[src/rtl/booth_pkg.sv]
// Shared types and constants for the Booth product accumulator.
// BOOTH_ACC_SAT_EN selects the saturating adder.
package booth_pkg;

    typedef enum logic [1:0] {
        StIdle,
        StRun,
        StHold
    } state_e;

    localparam int unsigned ProdWDef = 64;
    localparam int unsigned AccWDef  = 72;
    localparam int unsigned CntWDef  = 8;
    localparam int unsigned MaxAccW  = 128;

    // Callers truncate these to their own ACC_W.
    function automatic logic [MaxAccW-1:0] sat_max(input int unsigned acc_w);
        return (MaxAccW'(1) << (acc_w - 1)) - MaxAccW'(1);
    endfunction

    function automatic logic [MaxAccW-1:0] sat_min(input int unsigned acc_w);
        return MaxAccW'(1) << (acc_w - 1);
    endfunction

endpackage

[src/rtl/booth_acc_adder.sv]
// Sign-extending accumulate adder with signed-overflow detect.
// Defining BOOTH_ACC_SAT_EN clamps the sum on overflow instead of wrapping.
module booth_acc_adder
    import booth_pkg::*;
#(
    parameter int unsigned PROD_W = ProdWDef,
    parameter int unsigned ACC_W  = AccWDef
) (
    input  logic [ACC_W-1:0]  acc_i,
    input  logic [PROD_W-1:0] product_i,
    output logic [ACC_W-1:0]  sum_o,
    output logic              ovf_o
);

    logic [ACC_W-1:0] prod_ext;
    logic [ACC_W-1:0] raw_sum;

`ifdef BOOTH_ACC_SAT_EN
    localparam logic [ACC_W-1:0] SatMax = ACC_W'(sat_max(ACC_W));
    localparam logic [ACC_W-1:0] SatMin = ACC_W'(sat_min(ACC_W));
`endif

    always_comb begin
        prod_ext = ACC_W'($signed(product_i));
        raw_sum  = acc_i + prod_ext;
        // Overflow only when both operands share a sign and the sum flips it.
        ovf_o = (acc_i[ACC_W-1] == prod_ext[ACC_W-1]) &&
                (raw_sum[ACC_W-1] != acc_i[ACC_W-1]);
`ifdef BOOTH_ACC_SAT_EN
        sum_o = ovf_o ? (acc_i[ACC_W-1] ? SatMin : SatMax) : raw_sum;
`else
        sum_o = raw_sum;
`endif
    end

endmodule

[src/rtl/booth_product_accumulator.sv]
// Burst accumulator for signed multiplier products with valid/ready result.
// Saturation on overflow is enabled by defining BOOTH_ACC_SAT_EN.
module booth_product_accumulator
    import booth_pkg::*;
#(
    parameter int unsigned PROD_W = ProdWDef,
    parameter int unsigned ACC_W  = AccWDef,
    parameter int unsigned CNT_W  = CntWDef
) (
    input  logic              clk_i,
    input  logic              reset_i,
    input  logic              start_i,
    input  logic [CNT_W-1:0]  len_i,
    input  logic              clear_i,
    input  logic              in_valid_i,
    output logic              in_ready_o,
    input  logic [PROD_W-1:0] product_i,
    output logic              out_valid_o,
    input  logic              out_ready_i,
    output logic [ACC_W-1:0]  result_o,
    output logic              busy_o,
    output logic              overflow_o
);

    state_e           state_q, state_d;
    logic [ACC_W-1:0] acc_q, acc_d;
    logic [CNT_W-1:0] cnt_q, cnt_d;
    logic             ovf_q, ovf_d;

    logic [ACC_W-1:0] add_sum;
    logic             add_ovf;

    booth_acc_adder #(
        .PROD_W (PROD_W),
        .ACC_W  (ACC_W)
    ) u_adder (
        .acc_i     (acc_q),
        .product_i (product_i),
        .sum_o     (add_sum),
        .ovf_o     (add_ovf)
    );

    always_ff @(posedge clk_i or posedge reset_i) begin
        if (reset_i) begin
            state_q <= StIdle;
            acc_q   <= '0;
            cnt_q   <= '0;
            ovf_q   <= 1'b0;
        end else begin
            state_q <= state_d;
            acc_q   <= acc_d;
            cnt_q   <= cnt_d;
            ovf_q   <= ovf_d;
        end
    end

    always_comb begin
        state_d = state_q;
        acc_d   = acc_q;
        cnt_d   = cnt_q;
        ovf_d   = ovf_q;
        // clear outranks both start and a product handshake.
        if (clear_i) begin
            state_d = StIdle;
            acc_d   = '0;
            cnt_d   = '0;
            ovf_d   = 1'b0;
        end else begin
            case (state_q)
                StIdle: begin
                    if (start_i) begin
                        acc_d   = '0;
                        ovf_d   = 1'b0;
                        cnt_d   = len_i;
                        state_d = (len_i != '0) ? StRun : StHold;
                    end
                end
                StRun: begin
                    if (in_valid_i) begin
                        acc_d = add_sum;
                        ovf_d = ovf_q | add_ovf;
                        cnt_d = cnt_q - CNT_W'(1);
                        if (cnt_q == CNT_W'(1)) begin
                            state_d = StHold;
                        end
                    end
                end
                StHold: begin
                    if (out_ready_i) begin
                        state_d = StIdle;
                    end
                end
                default: state_d = StIdle;
            endcase
        end
    end

    always_comb begin
        in_ready_o  = (state_q == StRun);
        out_valid_o = (state_q == StHold);
        busy_o      = (state_q == StRun) || (state_q == StHold);
        result_o    = acc_q;
        overflow_o  = ovf_q;
    end

endmodule

[config.mk]
export PLATFORM = sky130hd
export DESIGN_NAME = booth_product_accumulator
export DESIGN_NICKNAME = d
export VERILOG_FILES = /design/src/rtl/booth_pkg.sv /design/src/rtl/booth_acc_adder.sv /design/src/rtl/booth_product_accumulator.sv
export SDC_FILE = /design/constraint.sdc
export NUM_CORES = 1
export LEC_CHECK = 0
export CAP_MARGIN = 20
export CORE_AREA = 2 2 170 172
export DETAILED_ROUTE_END_ITERATION = 8
export DIE_AREA = 0 0 172 174
export HOLD_SLACK_MARGIN = 0.08
export SKIP_CTS_REPAIR_TIMING = 1
export SYNTH_ARGS = -nofsm -noshare
export SYNTH_HDL_FRONTEND = slang
export SYNTH_HIERARCHICAL = 1
export SYNTH_SLANG_ARGS = --single-unit
[constraint.sdc]
create_clock -name clk_i -period 4.4 [get_ports clk_i]
set_clock_uncertainty 0.2 [all_clocks]
set_input_delay 0.44 -clock clk_i [delete_from_list [all_inputs] [get_ports clk_i]]
set_output_delay 0.44 -clock clk_i [all_outputs]
set_load 0.01 [all_outputs]
# [Word-level counts from Yosys, hierarchy flattened]
# Cells that the tools add are included.
[word_totals] reg_bits=83 in_bits=78 out_inout_bits=76
[classes] add_sub_neg=2 eq_ne=9 mux=19 n_bitwise=1 reduce_logical=7
[op_table] op="$mux W72" n=3
[op_table] op="$pmux W72 S2" n=1
[op_table] op="$add A72 B72 Y72" n=1
[op_table] op="$mux W8" n=3
[op_table] op="$pmux W8 S2" n=1
[op_table] op="$mux W2" n=6
[op_table] op="$eq A8 B1 Y1 const B" n=1
[op_table] op="$reduce_bool A8 Y1" n=1
[op_table] op="$sub A8 B1 Y8 const B" n=1
[op_table] op="$ne A3 B2 Y1 const B" n=2
[op_table] op="$ne A3 B3 Y1 const B" n=2
[op_table] op="$pmux W2 S3" n=1
[op_table] op="$reduce_and A4 Y1" n=1
[op_table] op="$mux W1" n=3
[op_table] op="$reduce_and A3 Y1" n=1
[op_table] op="$reduce_bool A3 Y1" n=1
[op_table] op="$eq A2 B1 Y1 const B" n=1
[op_table] op="$eq A2 B2 Y1 const B" n=1
[op_table] op="$logic_not A2 Y1" n=1
[op_table] op="$pmux W1 S2" n=1
[op_table] op="$eq A1 B1 Y1" n=1
[op_table] op="$logic_and A1 B1 Y1" n=1
[op_table] op="$logic_or A1 B1 Y1" n=1
[op_table] op="$ne A1 B1 Y1" n=1
[op_table] op="$or A1 B1 Y1" n=1

# [Depth between registers and ports, before layout]
# Gate-level depths: netlist (run 1).
[logic_depth] depth_word=7 mapped_depth=14 ltp_nobuf=14

# [Hierarchy]
# Netlist (run 1), hierarchy kept.
[modules_own_cells] module="booth_acc_adder" n_inst=1 cells_each=625 area_each_um2=4180.3
[modules_own_cells] module="booth_product_accumulator" n_inst=1 cells_each=408 area_each_um2=4139.0

# [Worst setup path after synthesis (run 1)]
# Ideal clock, no wire load.
[synth_timing] path_type="input -> register" start="input port product_i[0]" end="register acc_q[56] (netlist: result_o[56])" arrival_time_ns=3.204 required_time_ns=4.070 setup_slack_ns=0.866 stages=14 cell_sequence="ha_1 -> fa_1 -> a21o_1 -> a221o_1 -> a21oi_2 -> o2111ai_1 -> a311o_1 -> a31o_2 -> a21oi_4 -> o21bai_2 -> a41o_1 -> xor2_1 -> nand3_1 -> o21ai_0"
[synth_between] elab_chain_len=4
[synth_lines] item="start: declaration" line_no="booth_product_accumulator.sv:17" source="input logic [PROD_W-1:0] product_i,"
[synth_lines] item="$add A72 B72 Y72" line_no="booth_acc_adder.sv:25" source="raw_sum = acc_i + prod_ext;"
[synth_lines] item="net add_sum[56]" line_no="booth_product_accumulator.sv:30" source="logic [ACC_W-1:0] add_sum;"
[synth_lines] item="$mux W72" line_no="booth_product_accumulator.sv:79" source="if (in_valid_i) begin"
[synth_lines] item="$pmux W72 S2" line_no="booth_product_accumulator.sv:69" source="case (state_q)"
[synth_lines] item="$mux W72" line_no="booth_product_accumulator.sv:63" source="if (clear_i) begin"
[synth_lines] item="end signal: assignment" line_no="booth_product_accumulator.sv:46" source="acc_q <= '0;"
[synth_lines] item="end signal: assignment" line_no="booth_product_accumulator.sv:51" source="acc_q <= acc_d;"
[synth_lines] item="end: declaration" line_no="booth_product_accumulator.sv:26" source="logic [ACC_W-1:0] acc_q, acc_d;"
# The timed path passes the listed nets, and every way through them passes these cells. The select of a mux whose other input is x is not followed.
# A chain may end at the register's enable or synchronous reset.

# [Worst setup path after layout (run 1)]
# Ends and elaborated chain as after synthesis.

==> impl_results.md, run 1 <==
- GRT Overall Usage: 16.4%
- Mean Syn Cell Area: 8.05 sq um
- Global routing usage on met2: 26.5%
- Initial DRC count: 520
- Power, Total: 4.50 mW
- Post-synthesis sequential area ratio: 25.0%
- Vias in the first global route: 7648
- Clock Root Buffer: clkbuf_16
- HP Class: in2async
- Worst slew margin: 43.8%
- Clock Pin Slew Worst Setup and Hold Paths: 0.07 ns
- Worst-Margin Slew: 0.844 ns
- Max-slew violations: 0
- TritonCTS buffer count: 9
- Setup TNS: 0 ns
- Largest net degree at the start of global routing: 56
- Peak Freq: 255 MHz
- Fraction of layout cells with a size suffix above 1: 10.0%
- Seq cells post-synth: 83
- Most frequent cells in the layout: clkdlybuf4s50_1, a21oi_1, inv_1
- Rows: 62
- RSZ-0062 raised after global routing: no
- Yosys warning total: 6
- Power per cell area: 429 mW/mm^2
- Grt total ovfl: 0
- Share of flip-flops with an asynchronous set or reset: 100%
- Pint: 2.51 mW
- Met1 GRT Util: 22.7%
- # IOs: 154
- CP Launch Type: input port
- Hold Fails Final Rpt: 0
- Crit Path Category: in2reg
- Status: finished, final reports clean
- Core Region: 0.0282 sq mm
- Sequential Power Share: 24.0%
- Vias: 7882
- Skew-Pair Late Insertion Delay: 0.35 ns
- Post-route minimum period: 3.92 ns
- Final Cycle Share: 89.2%
- Register-to-Register Path Depth: 14
- Wire length of the first global-routing pass: 39.7 mm
- Final Core Density: 37.1%
- DRT Wirelength: 24.5 mm
- Worst Path Required: 4.44 ns
- Nets: 1315
- GR Util met3: 2.35%
- Final GP Congestion: 0.888
- Syn Inst Count: 1033
- Most common cell after layout, fill and taps aside: clkdlybuf4s50_1
- Ant. Diodes: 0
- HPWL Detailed: 18.8 mm
- CTS sink count: 83
- Max_cap viols: 0
- Drt first pass iters: 4
- Sw Pwr: 1.98 mW
- Clock power share: 18.6%
- Htree depth: 3
- Switching share of power: 44.1%
- Routed vias/inst: 5.09
- TritonCTS clock tree: done
- Netlist cell types: 72
- Most used routing layer: met2
- Final antenna-violating net count: 0
- Starting Density: 29.5%
- Worst setup EP type: flop
- Initial antenna violation count: 0
- Synth Cell Area: 0.00832 sq mm
- Chip width: 172 microns
- # setup viols final: 0
- Die area: 0.0299 sq mm
- Peak fanout along the critical path: 3
- Die Y: 174 microns
- Leakage: 4.42 nW
- Clock Path Buffers: 2
- Syn_nets: 1188
- Worst vdd ir: 0.000129 V
- Top_reg_cell synth: dfrtp_1
- Critical Path AT: 3.96 ns
- Area growth from synthesis to layout: 26.0%
- Port bufs: 153
- Wire length per cell: 15.8 microns
- Comb power frac: 57.3%
- Post-synth EDFFs: 0
- DRC viols: 0
worst paths after layout:
kind,start,slack [ns],end
hold / removal,reset_i,0.30,result_o[17]
hold reg to reg,overflow_o,0.33,overflow_o
setup / recovery,product_i[0],0.48,result_o[56]
max in group asynchronous,reset_i,3.01,result_o[48]
min in group clk_i,overflow_o,0.33,overflow_o
setup reg to reg,result_o[0],0.59,result_o[56]
power by group through the flow:
stage,combinational (mW),clock [mW],sequential [mW]
global placement,2.55,0,1.09
finish,2.58,0.838,1.08
detailed placement,2.56,0,1.09
CTS,2.58,0.869,1.08
floorplan,1.77,0,1.12
global route,2.85,0.891,1.11
final cells by class:
type	instances	area [sq um]
tap	384	480
clock inverter	4	47.5
clock buffer	12	267
fill	3000	17800
inverter	101	380
sequential	83	2080
multi-input combinational	800	5590
timing repair buffer	165	1650
Yosys cell counts, types with 4 or more instances:
library cell	number	area share, %
a211oi_1	7	0.63
a21o_1	31	2.8
a21oi_1	107	6.4
a31oi_1	10	0.75
and3_1	9	0.68
and3b_1	4	0.42
buf_12	5	1.2
buf_2	13	0.78
clkbuf_1	28	1.3
dfrtp_1	83	25
ha_1	76	11
inv_1	101	4.6
nand2_1	65	2.9
nand2b_1	8	0.60
nand3_1	46	2.8
nand3_2	37	4.5
nand4_1	21	1.6
nor2_1	41	1.8
nor2b_1	16	1.2
nor3_1	18	1.1
nor4_1	5	0.38
o211ai_1	4	0.36
o21a_1	8	0.72
o21ai_0	90	5.4
o21ai_1	7	0.42
o21ai_2	38	4.0
o21bai_1	17	1.5
o41ai_1	4	0.42
xnor2_1	43	4.5
xor2_1	27	2.8
registers in the layout, indices dropped and copies added, names as in the netlist:
register,cells
cnt_q,8
state_q,2
result_o,72
overflow_o,1
layer usage:
layer	part of all wire (%)	up-vias	wire, microns
met3	4.0	25	972
li1	-	3941	-
met1	48	3733	11900
met4	1.9	0	463
met2	46	183	11200
met5	0	-	0
per-stage QoR:
stage / instances / hold WS (ns) / setup WS, ns / cell area [sq um]
after floorplan: 1033 / 0.294 / 0.866 / 8320
after global placement: 1533 / 0.318 / 0.175 / 10200
after detailed placement: 1533 / 0.320 / 0.108 / 10200
after CTS: 1549 / 0.311 / 0.482 / 10500
after global routing: 1549 / 0.346 / 0.326 / 10500
final: 1549 / 0.303 / 0.476 / 10500
cell families (layout without fill, tap and decap cells):
family / after synthesis / in the layout / synth area share [%]
AO/OA/AOI/OAI: 362 / 362 / 27.9
AND/OR/NAND/NOR: 287 / 287 / 19.5
buffers and inverters: 150 / 282 / 8.05
flip-flops: 83 / 83 / 25.0
adder cells (fa/ha/maj): 77 / 77 / 11.7
XOR/XNOR: 70 / 70 / 7.37
multiplexers: 4 / 4 / 0.526
critical path, stage by stage:
cell and delay, ns:
clkdlybuf4s50_1 0.41, ha_1 0.24, fa_1 0.41, a21o_1 0.21
a221o_1 0.36, a21oi_2 0.19, o2111ai_1 0.20, a311o_1 0.34
a31o_2 0.25, a21oi_4 0.20, o21bai_2 0.13, a41o_1 0.26
xor2_1 0.14, nand3_1 0.07, o21ai_0 0.09
(Power assumes the default switching activity.)
==> inputs of run 2 (changes only) <==
- CORE_AREA: 2 2 170 172 -> 2 2 158 160
- DIE_AREA: 0 0 172 174 -> 0 0 160 162
==> run 2 against run 1 <==
Effect of this change:
- clock-buffer cell count did not move
- fmax up 0.66%
- largest cell class unchanged
- worst setup slack better by 0.026 ns
- first-iteration DRC count decreased by 9.0%
- critical path type unchanged
- cell count down 3.7%
- clock power decreased by 2%
- total power fell by 0.71%
- die area decreased by 13%
- worst hold slack got worse by 0.085 ns
- sequential power barely moved
- core utilization up 6.1 points
- highest routed layer unchanged
==> impl_results.md, run 2 (synthesis results as in run 1) <==
- CTS sink count: 83 (unchanged)
- Worst vdd ir: 0.000179 V (was 0.000129 V)
- TritonCTS buffer count: 9 (unchanged)
- Ant. Diodes: 0 (unchanged)
- Clock Pin Slew Worst Setup and Hold Paths: 0.06 ns (was 0.07 ns)
- Status: finished, final reports clean (unchanged)
- Most frequent cells in the layout: clkdlybuf4s50_1, a21oi_1, inv_1 (unchanged)
- Power per cell area: 428 mW/mm^2 (was 429 mW/mm^2)
- Met1 Wirelength: 11.5 mm (was 11.9 mm)
- Leakage: 4.43 nW (was 4.42 nW)
- Area growth from synthesis to layout: 25.3% (was 26.0%)
- Clock Root Buffer: clkbuf_16 (unchanged)
- Critical Path AT: 3.91 ns (was 3.96 ns)
- GRT Overall Usage: 18.1% (was 16.4%)
- Peak Freq: 257 MHz (was 255 MHz)
- Htree depth: 3 (unchanged)
- Final antenna-violating net count: 0 (unchanged)
- Core Region: 0.0241 sq mm (was 0.0282 sq mm)
- Die Y: 162 microns (was 174 microns)
- Vias in the first global route: 7725 (was 7648)
- Crit Path Category: in2reg (unchanged)
- Chip width: 160 microns (was 172 microns)
- Setup TNS: 0 ns (unchanged)
- TritonCTS clock tree: done (unchanged)
- Drt first pass iters: 5 (was 4)
- # IOs: 154 (unchanged)
- Max_cap viols: 0 (unchanged)
- Post-route minimum period: 3.90 ns (was 3.92 ns)
- DRT Wirelength: 23.6 mm (was 24.5 mm)
- Hold Fails Final Rpt: 0 (unchanged)
- Register area: 0.00208 sq mm (unchanged)
- RSZ-0062 raised after global routing: no (unchanged)
- Initial antenna violation count: 0 (unchanged)
- Final GP Congestion: 0.881 (was 0.888)
- Largest register FFs: 72 (unchanged)
- Power, Total: 4.47 mW (was 4.50 mW)
- Routed vias/inst: 5.27 (was 5.09)
- Final Cycle Share: 88.6% (was 89.2%)
- Die area: 0.0259 sq mm (was 0.0299 sq mm)
- Peak fanout along the critical path: 3 (unchanged)
- Skew-Pair Late Insertion Delay: 0.35 ns (about the same)
- Filler cell count: 2461 (was 3000)
- Post-route insts no fill: 1491 (was 1549)
- Wire length of the first global-routing pass: 38.9 mm (was 39.7 mm)
- HP Class: in2async (unchanged)
- Met3 WL: 866 microns (was 972 microns)
- Worst Path Required: 4.42 ns (was 4.44 ns)
- Rows: 57 (was 62)
- Max-slew violations: 0 (unchanged)
- Port bufs: 153 (unchanged)
- DRC viols: 0 (unchanged)
- HPWL Detailed: 18.4 mm (was 18.8 mm)
- Starting Density: 34.5% (was 29.5%)
- Worst slew margin: 38.9% (was 43.8%)
- CP Launch Type: input port (unchanged)
- Routed length on met2: 11.0 mm (was 11.2 mm)
- Fraction of layout cells with a size suffix above 1: 10.2% (was 10.0%)
- Placed cells: 1475 (was 1533)
- Most common cell after layout, fill and taps aside: clkdlybuf4s50_1 (unchanged)
- # setup viols final: 0 (unchanged)
- Initial DRC count: 473 (was 520)
- Vias: 7861 (was 7882)
- Clock Path Buffers: 2 (unchanged)
- Top Layer Used: met4 (unchanged)
- Area taken by multi-input logic gates: 0.00559 sq mm (unchanged)
- Nets: 1317 (was 1315)
- Grt total ovfl: 0 (unchanged)
- Worst-Margin Slew: 0.915 ns (was 0.844 ns)
- Largest net degree at the start of global routing: 97 (was 56)
- Wire length per cell: 15.8 microns (about the same)
- Worst setup EP type: flop (unchanged)
[run 2: changes by cell type in the layout (fill, tap and decap cells not counted), sizes merged]
cell,before,now
buf,12,14
[run 2: area by class of cell]
type / count / area share, %
Multi-Input combinational cell: 800 / 53.6
Sequential cell: 83 / 19.9
Timing Repair Buffer: 167 / 15.9
Tap cell: 324 / 3.89
Inverter: 101 / 3.65
Clock buffer: 12 / 2.56
Clock inverter: 4 / 0.456
[run 2: routing by layer]
metal	up-vias	track usage, %
met3	18	2.83
met4	0	3.60
met5	-	0
li1	3942	-
met1	3729	25.4
met2	172	29.8
[run 2: critical path, cell delays in order]
cell and delay [ns]:
clkdlybuf4s50_1 0.41, ha_1 0.24, fa_1 0.41, a21o_1 0.21, a221o_1 0.36, a21oi_2 0.18, o2111ai_1 0.20, a311o_1 0.36
a31o_2 0.26, a21oi_4 0.18, o21bai_2 0.13, a41o_1 0.26, xor2_1 0.14, nand3_1 0.07, o21ai_0 0.07
[run 2: stage by stage]
step | setup slack [ns] | utilization [%] | area, sq um | hold slack [ns]
final | 0.501 | 43.3 | 10400 | 0.218
after global routing | 0.332 | 43.3 | 10400 | 0.246
after CTS | 0.496 | 43.3 | 10400 | 0.218
after detailed placement | 0.130 | 41.9 | 10100 | 0.323
after global placement | 0.170 | 41.9 | 10100 | 0.312
after floorplan | 0.866 | - | 8320 | 0.294
[run 2: worst paths after layout]
kind | from | cells past startpoint | to | slack [ns]
max | product_i[0] | 15 | result_o[56] | 0.50
min | reset_i | 2 | result_o[16] | 0.22
max reg2reg | result_o[0] | 14 | result_o[56] | 0.62
min reg2reg | overflow_o | 2 | overflow_o | 0.33
max in group asynchronous | reset_i | 3 | result_o[62] | 2.91
min in group clk_i | overflow_o | 2 | overflow_o | 0.33
[run 2: report_power, final]
group	leakage, nW	switching [mW]	internal, mW
clock	0.155	0.337	0.485
sequential	1.14	0.157	0.925
combinational	3.14	1.46	1.10
